===== src/rtl/down_counter.sv =====
// down_counter: loadable down-counter with clamped load, optional wraparound
// reload, abort input and a registered one-cycle terminal-count pulse.
module down_counter #(
  parameter int LOWER      = 0,
  parameter int UPPER      = 255,
  parameter int WRAPAROUND = 0,
  localparam int WIDTH     = $clog2(UPPER + 1)
) (
  input  logic             clk_i,
  input  logic             rst_i,
  input  logic             ena_i,
  input  logic             stop_i,
  input  logic             ld_valid_i,
  output logic             ld_ready_o,
  input  logic [WIDTH-1:0] ld_value_i,
  output logic [WIDTH-1:0] value_o,
  output logic             busy_o,
  output logic             tc_o
);

  typedef enum logic {
    IDLE = 1'b0,
    RUN  = 1'b1
  } state_t;

  localparam logic [WIDTH-1:0] LOWER_V = WIDTH'(LOWER);
  localparam logic [WIDTH-1:0] UPPER_V = WIDTH'(UPPER);
  localparam logic [WIDTH-1:0] ONE_V   = WIDTH'(1);

  // NOTE: declaration initialisers give the same power-up state as reset, so
  // the registers are valid before the first rst pulse.
  state_t           state_q  = IDLE;
  logic [WIDTH-1:0] count_q  = UPPER_V;
  logic [WIDTH-1:0] reload_q = UPPER_V;
  logic             tc_q     = 1'b0;

  state_t           state_d;
  logic [WIDTH-1:0] count_d;
  logic [WIDTH-1:0] reload_d;
  logic             tc_d;
  logic [WIDTH-1:0] ld_clamped;

  // Limit the requested start value to the legal count range.
  always_comb begin
    if (ld_value_i <= LOWER_V) begin
      ld_clamped = LOWER_V;
    end else if (ld_value_i >= UPPER_V) begin
      ld_clamped = UPPER_V;
    end else begin
      ld_clamped = ld_value_i;
    end
  end

  // State, count, reload and tc registers; reset overrides every other input.
  always_ff @(posedge clk_i) begin
    // NOTE: non-blocking assignments so every register samples the values
    // that were present before this edge.
    if (rst_i) begin
      state_q  <= IDLE;
      count_q  <= UPPER_V;
      reload_q <= UPPER_V;
      tc_q     <= 1'b0;
    end else begin
      state_q  <= state_d;
      count_q  <= count_d;
      reload_q <= reload_d;
      tc_q     <= tc_d;
    end
  end

  // Next-state logic: load in IDLE; abort, decrement or terminal event in RUN.
  always_comb begin
    // NOTE: every output of this block gets a default first so no path
    // leaves one unassigned and infers a latch.
    state_d  = state_q;
    count_d  = count_q;
    reload_d = reload_q;
    tc_d     = 1'b0;
    unique case (state_q)
      IDLE: begin
        if (ld_valid_i) begin
          count_d  = ld_clamped;
          reload_d = ld_clamped;
          state_d  = RUN;
        end
      end
      RUN: begin
        if (stop_i) begin
          // Abort wins over both decrement and terminal event.
          state_d = IDLE;
        end else if (ena_i) begin
          if (count_q <= LOWER_V) begin
            tc_d = 1'b1;
            if (WRAPAROUND != 0) begin
              count_d = reload_q;
            end else begin
              state_d = IDLE;
            end
          end else begin
            count_d = count_q - ONE_V;
          end
        end
      end
      default: state_d = IDLE;
    endcase
  end

  // Status outputs decoded from the state register.
  always_comb begin
    busy_o     = (state_q == RUN);
    ld_ready_o = (state_q == IDLE);
  end

  assign value_o = count_q;
  assign tc_o    = tc_q;

endmodule


===== config.mk =====
export PLATFORM = sky130hd
export DESIGN_NAME = down_counter
export DESIGN_NICKNAME = d
export VERILOG_FILES = /design/src/rtl/down_counter.sv
export SDC_FILE = /design/constraint.sdc
export NUM_CORES = 1
export LEC_CHECK = 0
export ABC_AREA = 1
export CORE_AREA = 2 2 41 43
export CTS_BUF_LIST = sky130_fd_sc_hd__clkbuf_2
export DETAILED_ROUTE_END_ITERATION = 6
export DIE_AREA = 0 0 43 45
export PLACE_DENSITY = 0.82
export SYNTH_ARGS = -nofsm -noshare
export SYNTH_HDL_FRONTEND = slang
export SYNTH_SLANG_ARGS = --single-unit
export TNS_END_PERCENT = 10

===== constraint.sdc =====
create_clock -name clk_i -period 4.3 [get_ports clk_i]
set_clock_uncertainty 0.15 [all_clocks]
set_input_delay 0.43 -clock clk_i [delete_from_list [all_inputs] [get_ports clk_i]]
set_output_delay 0.43 -clock clk_i [all_outputs]
set_load 0.01 [all_outputs]

Word-level counts from Yosys, hierarchy flattened. Index checks and enable logic that the tools add are counted.

Register bits after elaboration: 10. Word-level logic and storage cells: 28.

Add/subtract/negate cells: 1. $lt $le $gt $ge: 3. Equal/unequal tests: 4. Multiplexer cells: 13. Bitwise gates (word level): 2. Reductions and logical operators: 2.

Operator list (count): $mux 8 (6); $le 8x1->1 const B (2); $pmux 8 s2 (1); $ge 8x8->1 const B (1); $ne 2x2->1 const B (4); $sub 8x1->8 const B (1); $mux 1 (5); $reduce_and 4->1 (1); $reduce_or 4->1 (1); $not 1->1 (2); $pmux 1 s2 (1).

Depth between registers and ports, before layout. Gate-level depths: netlist (run 1).

Word-level depth: 5. Gate-level depth with buffers: 8.

Worst setup path after synthesis (run 1). Ideal clock, no wire load.

Path type: register to register. Start: register count_q[0] (netlist: value_o[0]). End: register count_q[4] (netlist: value_o[4]). Library setup time: 0.123 ns. Arrival: 1.182 ns. Setup slack: 2.844 ns. Cell stages (with the launch flop): 8. Period minus slack after synthesis: 1.456 ns. Cell sequence: dfxtp_1 > inv_1 > ha_1 > nand2_1 > o21ai_4 > nand2_4 > nand3_1 > nand3_1.

Word-level cells in the longest chain between the ends: 5.

Ends and longest elaborated chain: start, declared (line 33) `logic [WIDTH-1:0] count_q = UPPER_V;`; start signal, assigned (line 65) `count_q <= count_d;`; $sub 8x1->8 (line 100) `count_d = count_q - ONE_V;`; $mux 8 (line 92) `if (count_q <= LOWER_V) begin`; $mux 8 (line 91) `end else if (ena_i) begin`; $mux 8 (line 88) `if (stop_i) begin`; $pmux 8 s2 (line 79) `unique case (state_q)`.

Several ways; a longest one is shown, not always the timed one. The select of a mux whose other input is x is not followed. A chain may end at the register's enable or synchronous reset.

Worst setup path after layout (run 1).
Start: register state_q (netlist: busy_o). End: output ld_ready_o.

Word-level cells in the longest chain between the ends: 1.

Ends and longest elaborated chain: start, declared (line 32) `state_t state_q = IDLE;`; start signal, assigned (line 64) `state_q <= state_d;`; $not 1->1; end, declared (line 14) `output logic ld_ready_o,`.

No other way between the ends.

==> results.cfg, run 1 <==
[setup_path]
worstPathRequired_ns = 3.72
end_kind = primary output
worstRegToRegCells = 7
path_cells = inv_2, clkdlybuf4s50_1
worstPathArrival_ns = 1.52
worst_path_max_delay_cell = dfxtp_1
slowest_delay_ns = 0.60
worst-setup-path-type = reg -> out
cp_max_fo = 14
start_kind = flip-flop

[layout]
area_growth_pct = 38.1
multi_input_area_sq_um = 422
seqCellArea_sq_um = 200
drive_gt1_share_pct = 10.4
fillerInstances = 141
layout_common_cells = nand2_1 (27), nand3_1 (25), clkdlybuf4s50_1 (23), inv_1 (14), dfxtp_1 (10)
post-route-util_pct = 64.4
nNetsFinal = 151
layout_commonest_cell = nand2_1
antenna_cells = 0

[global_route]
use_met1_pct = 20.4
use_met2_pct = 34.8
grt_first_pass_wirelength_um = 2760
antenna_found_initial = 0
overflow = 0
grtUsageTotal_pct = 18.8
grt_max_degree = 15
grt_pass1_vias = 724
busiest_layer = met2
grtUsageMet3_pct = 3.20

[min_path]
whs_path_depth = 2
hp-class = reg -> reg

[routing]
vias = 757
wire_per_inst_um = 11.1
dr.pass1.iters = 4
post-route-drc-count = 0
drt_iter0_drc = 12
postRouteAntennaNets = 0
wirelength_um = 1660
via_per_inst = 5.05

[synthesis]
synth_area_sq_um = 686
ys_ff_latch = 10
synthDistinctLibCells = 18
syn_nets = 124
yosysWarnings = 0
syn_inst = 109
seq_area_frac_synth_pct = 29.2
synth.avg_cell_area_sq_um = 6.29

[placement]
pre_cts_ws_ns = 2.50
gp_congestion = 0.797
dp_hpwl_um = 1260
io_buffer_count = 23

[timing]
clock.fmax_mhz = 477
max_slew_margin_pct = 71.0
setup_viol = 0
setup-tns-final_ns = 0
post-route-period-util_pct = 48.7
holdWs_ns = 0.407
report.final.hold_viol_count = 0
fin_crit_ns = 2.10
rsz0062_at_grt = false
tightest_slew_ns = 0.434
slew_violations = 0
setup_ws_ns = 2.20

[clock_network]
htree_levels = 1
tritoncts = done
cts_buffers = 3
root_buffer = clkbuf_2
post_cts_resized = 0
cts_hold_buf = 0
clk_latency_ns = 0.26
cts_sinks = 10
clock_path_buffers = 2
cts_setup_buffers = 0
clk_pin_slew_ns = 0.10

[die]
fp.dieW_um = 43
pin_count = 24
die-area_sq_um = 1940
row_count = 14
core-area_sq_um = 1470
initial_core_util_pct = 46.6
die_h_um = 45

[outcome]
status = finished, final reports clean

[pwr]
max-vdd-ir-drop_v = 0.000183
p_per_area_nw_per_um2 = 254
total_leakage_power_uw = 0.000460

[flow_run]
max-cap-violations = 0
[cell families (layout without fill, tap and decap cells)]
logic type               Yosys count  in the layout  share of synthesized area [%]
adder cells (fa/ha/maj)            2              2                           3.65
AO/OA/AOI/OAI                      7              7                           6.75
flip-flops                        10             10                           29.2
buffers and inverters             17             42                           9.30
AND/OR/NAND/NOR                   73             73                           51.1
[metal layers]
| layer | share of wire (%) | routed length [um] | vias up |
|---|---|---|---|
| met5 | 0 | 0 | - |
| met4 | 2.3 | 38 | 0 |
| met3 | 4.3 | 71 | 5 |
| met2 | 47 | 784 | 21 |
| met1 | 46 | 765 | 329 |
| li1 | - | - | 402 |
[stage by stage]
stage / instances / power (uW) / cell area, sq um
finish: 150 / 240 / 947
global route: 150 / 253 / 947
CTS: 150 / 241 / 947
detailed placement: 147 / 191 / 932
global placement: 147 / 189 / 932
floorplan: 109 / 154 / 686
[report_power, final]
| group | total [uW] | internal [uW] | switching [uW] |
|---|---|---|---|
| clock | 51.7 | 19.0 | 32.7 |
| sequential | 114 | 101 | 13.3 |
| combinational | 74.7 | 40.0 | 34.6 |
[worst paths after layout]
path / from / to / slack (ns)
setup / recovery: busy_o / ld_ready_o / 2.20
hold / removal: value_o[0] / value_o[0] / 0.41
setup reg to reg: value_o[0] / value_o[4] / 2.64
hold reg to reg: value_o[0] / value_o[0] / 0.41
[cell type report]
type | count | area share [%]
flip-flops and latches | 10 | 21.1
repair buffers | 23 | 24.3
clock buffers | 3 | 1.59
inverters | 16 | 6.34
well taps | 16 | 2.11
multi-input cells | 82 | 44.5
[cells in the mapped netlist, drive strengths merged]
library cell,count,area [sq um]
a21oi,1,5.00
and3,1,6.26
clkbuf,1,3.75
clkinv,1,3.75
dfxtp,10,200
ha,2,25.0
inv,15,56.3
nand2,30,125
nand3,25,125
nand4,2,12.5
nor2,11,56.3
o21ai,6,41.3
or2,4,25.0
[flip-flops by register name (all words and copies together) (netlist names)]
register	count
tc_o	1
busy_o	1
value_o	8
[worst max-delay path, delay by kind of cell, from the launching register on]
kind,cells,cell delay [ns]
buffers and inverters,2,0.65
flip-flops,1,0.60
No activity file was read; power rests on OpenSTA's default activity.
==> run 2, diff against run 1 <==
--- a/config.mk
+++ b/config.mk
@@ -6,11 +6,11 @@
 export NUM_CORES = 1
 export LEC_CHECK = 0
 export ABC_AREA = 1
-export CORE_AREA = 2 2 41 43
+export CORE_AREA = 2 2 44 46
 export CTS_BUF_LIST = sky130_fd_sc_hd__clkbuf_2
 export DETAILED_ROUTE_END_ITERATION = 6
-export DIE_AREA = 0 0 43 45
-export PLACE_DENSITY = 0.82
+export DIE_AREA = 0 0 46 48
+export PLACE_DENSITY = 0.75
 export SYNTH_ARGS = -nofsm -noshare
 export SYNTH_HDL_FRONTEND = slang
 export SYNTH_SLANG_ARGS = --single-unit
==> constraint.sdc (replaced) <==
create_clock -name clk_i -period 1.73 [get_ports clk_i]
set_clock_uncertainty 0.15 [all_clocks]
set_input_delay 0.173 -clock clk_i [delete_from_list [all_inputs] [get_ports clk_i]]
set_output_delay 0.173 -clock clk_i [all_outputs]
set_load 0.01 [all_outputs]
==> results.cfg, run 2 (synthesis gave the netlist of run 1 again) <==
[outcome]
status = finished, final reports clean

[die]
die-area_sq_um = 2210
initial_core_util_pct = 40.6
core-area_sq_um = 1690
pin_count = 24
die_h_um = 48
row_count = 15
fp.dieW_um = 46

[routing]
wire_per_inst_um = 11.2
wirelength_um = 1700
postRouteAntennaNets = 0
post-route-drc-count = 0
drt_iter0_drc = 15
vias = 804
via_per_inst = 5.29
dr.pass1.iters = 4

[timing]
clock.fmax_mhz = 612
slew_violations = 0
fin_crit_ns = 1.63
tightest_slew_ns = 0.284
setup-tns-final_ns = 0
report.final.hold_viol_count = 0
rsz0062_at_grt = false
setup_viol = 0
max_slew_margin_pct = 80.9
post-route-period-util_pct = 94.5

[layout]
antenna_cells = 0
drive_gt1_share_pct = 12.6
seqCellArea_sq_um = 203
fillerInstances = 167
layout_commonest_cell = nand2_1
multi_input_area_sq_um = 422
nNetsFinal = 152
stdcell_area_sq_um = 958
layout_common_cells = nand2_1 (27), nand3_1 (25), clkdlybuf4s50_1 (23), inv_1 (14), nor2_1 (9)
largest_reg_flops = 8
area_growth_pct = 39.8

[clock_network]
cts_sinks = 10
root_buffer = clkbuf_2
htree_levels = 1
cts_hold_buf = 0
tritoncts = done
cts_buffers = 3
clock_path_buffers = 2
clk_latency_ns = 0.26
clk_pin_slew_ns = 0.11

[setup_path]
end_kind = primary output
worstPathRequired_ns = 1.41
start_kind = flip-flop
cp_max_fo = 8
worstPathArrival_ns = 1.31
slowest_delay_ns = 0.55
worst_path_max_delay_cell = clkdlybuf4s50_1
path_cells = inv_2, clkdlybuf4s50_1
worst-setup-path-type = reg -> out

[global_route]
grt_pass1_vias = 655
grtUsageTotal_pct = 17.8
grt_max_degree = 11
antenna_found_initial = 0
overflow = 0
grt_first_pass_wirelength_um = 2790

[min_path]
hp-class = in -> reg

[placement]
io_buffer_count = 23
dpl-instance-area_sq_um = 941
gp_congestion = 0.849
dp_hpwl_um = 1290

[pwr]
total_power_uw = 605
p_per_area_nw_per_um2 = 631
max-vdd-ir-drop_v = 0.000381
total_leakage_power_uw = 0.000465

[flow_run]
max-cap-violations = 0
==> run 2: routing by layer <==
layer | up-vias | wire length [um] | track usage [%]
met1 | 367 | 761 | 22.7
met4 | 0 | 34 | 8.57
met5 | - | 0 | 0
li1 | 405 | - | -
met3 | 5 | 93 | 3.40
met2 | 27 | 815 | 28.9
==> run 2: power by group <==
group	internal, uW	switching, uW
Clock	47.3	83.8
Sequential	251	28.8
Combinational	102	91.2
Total	401	204
==> run 2: timing repair <==
item | in CTS | in global routing
buffers inserted | 0 | 0
endpoints found under the setup margin | 0 | 2
resized for setup | 0 | 2
==> run 2: area by class of cell <==
cell class / count / share of cell area (%)
clock buffers: 3 / 1.57
inverters: 16 / 6.27
multi-input cells: 82 / 44.0
flip-flops and latches: 10 / 21.1
well taps: 17 / 2.22
repair buffers: 24 / 24.8
==> run 2: final timing paths <==
check	to	start	cells after the start	slack, ns
max reg2reg	value_o[4]	value_o[0]	7	0.13
max	ld_ready_o	busy_o	2	0.1
min	busy_o	rst_i	2	0.33
min reg2reg	value_o[0]	value_o[0]	2	0.39
==> run 2: through the flow <==
stage / std cells / setup slack, ns / hold WS [ns] / utilization (%)
floorplan: 109 / 0.274 / 0.0921 / -
global placement: 149 / 0.205 / 0.370 / 55.7
detailed placement: 149 / 0.151 / 0.379 / 55.7
CTS: 152 / 0.0728 / 0.326 / 56.6
global route: 152 / 0.0138 / 0.324 / 56.7
finish: 152 / 0.0953 / 0.327 / 56.7
==> run 2: critical path: cells and delay by family, from the launching register on <==
family,cells,cell delay [ns]
buffers and inverters,2,0.68
flip-flops,1,0.37
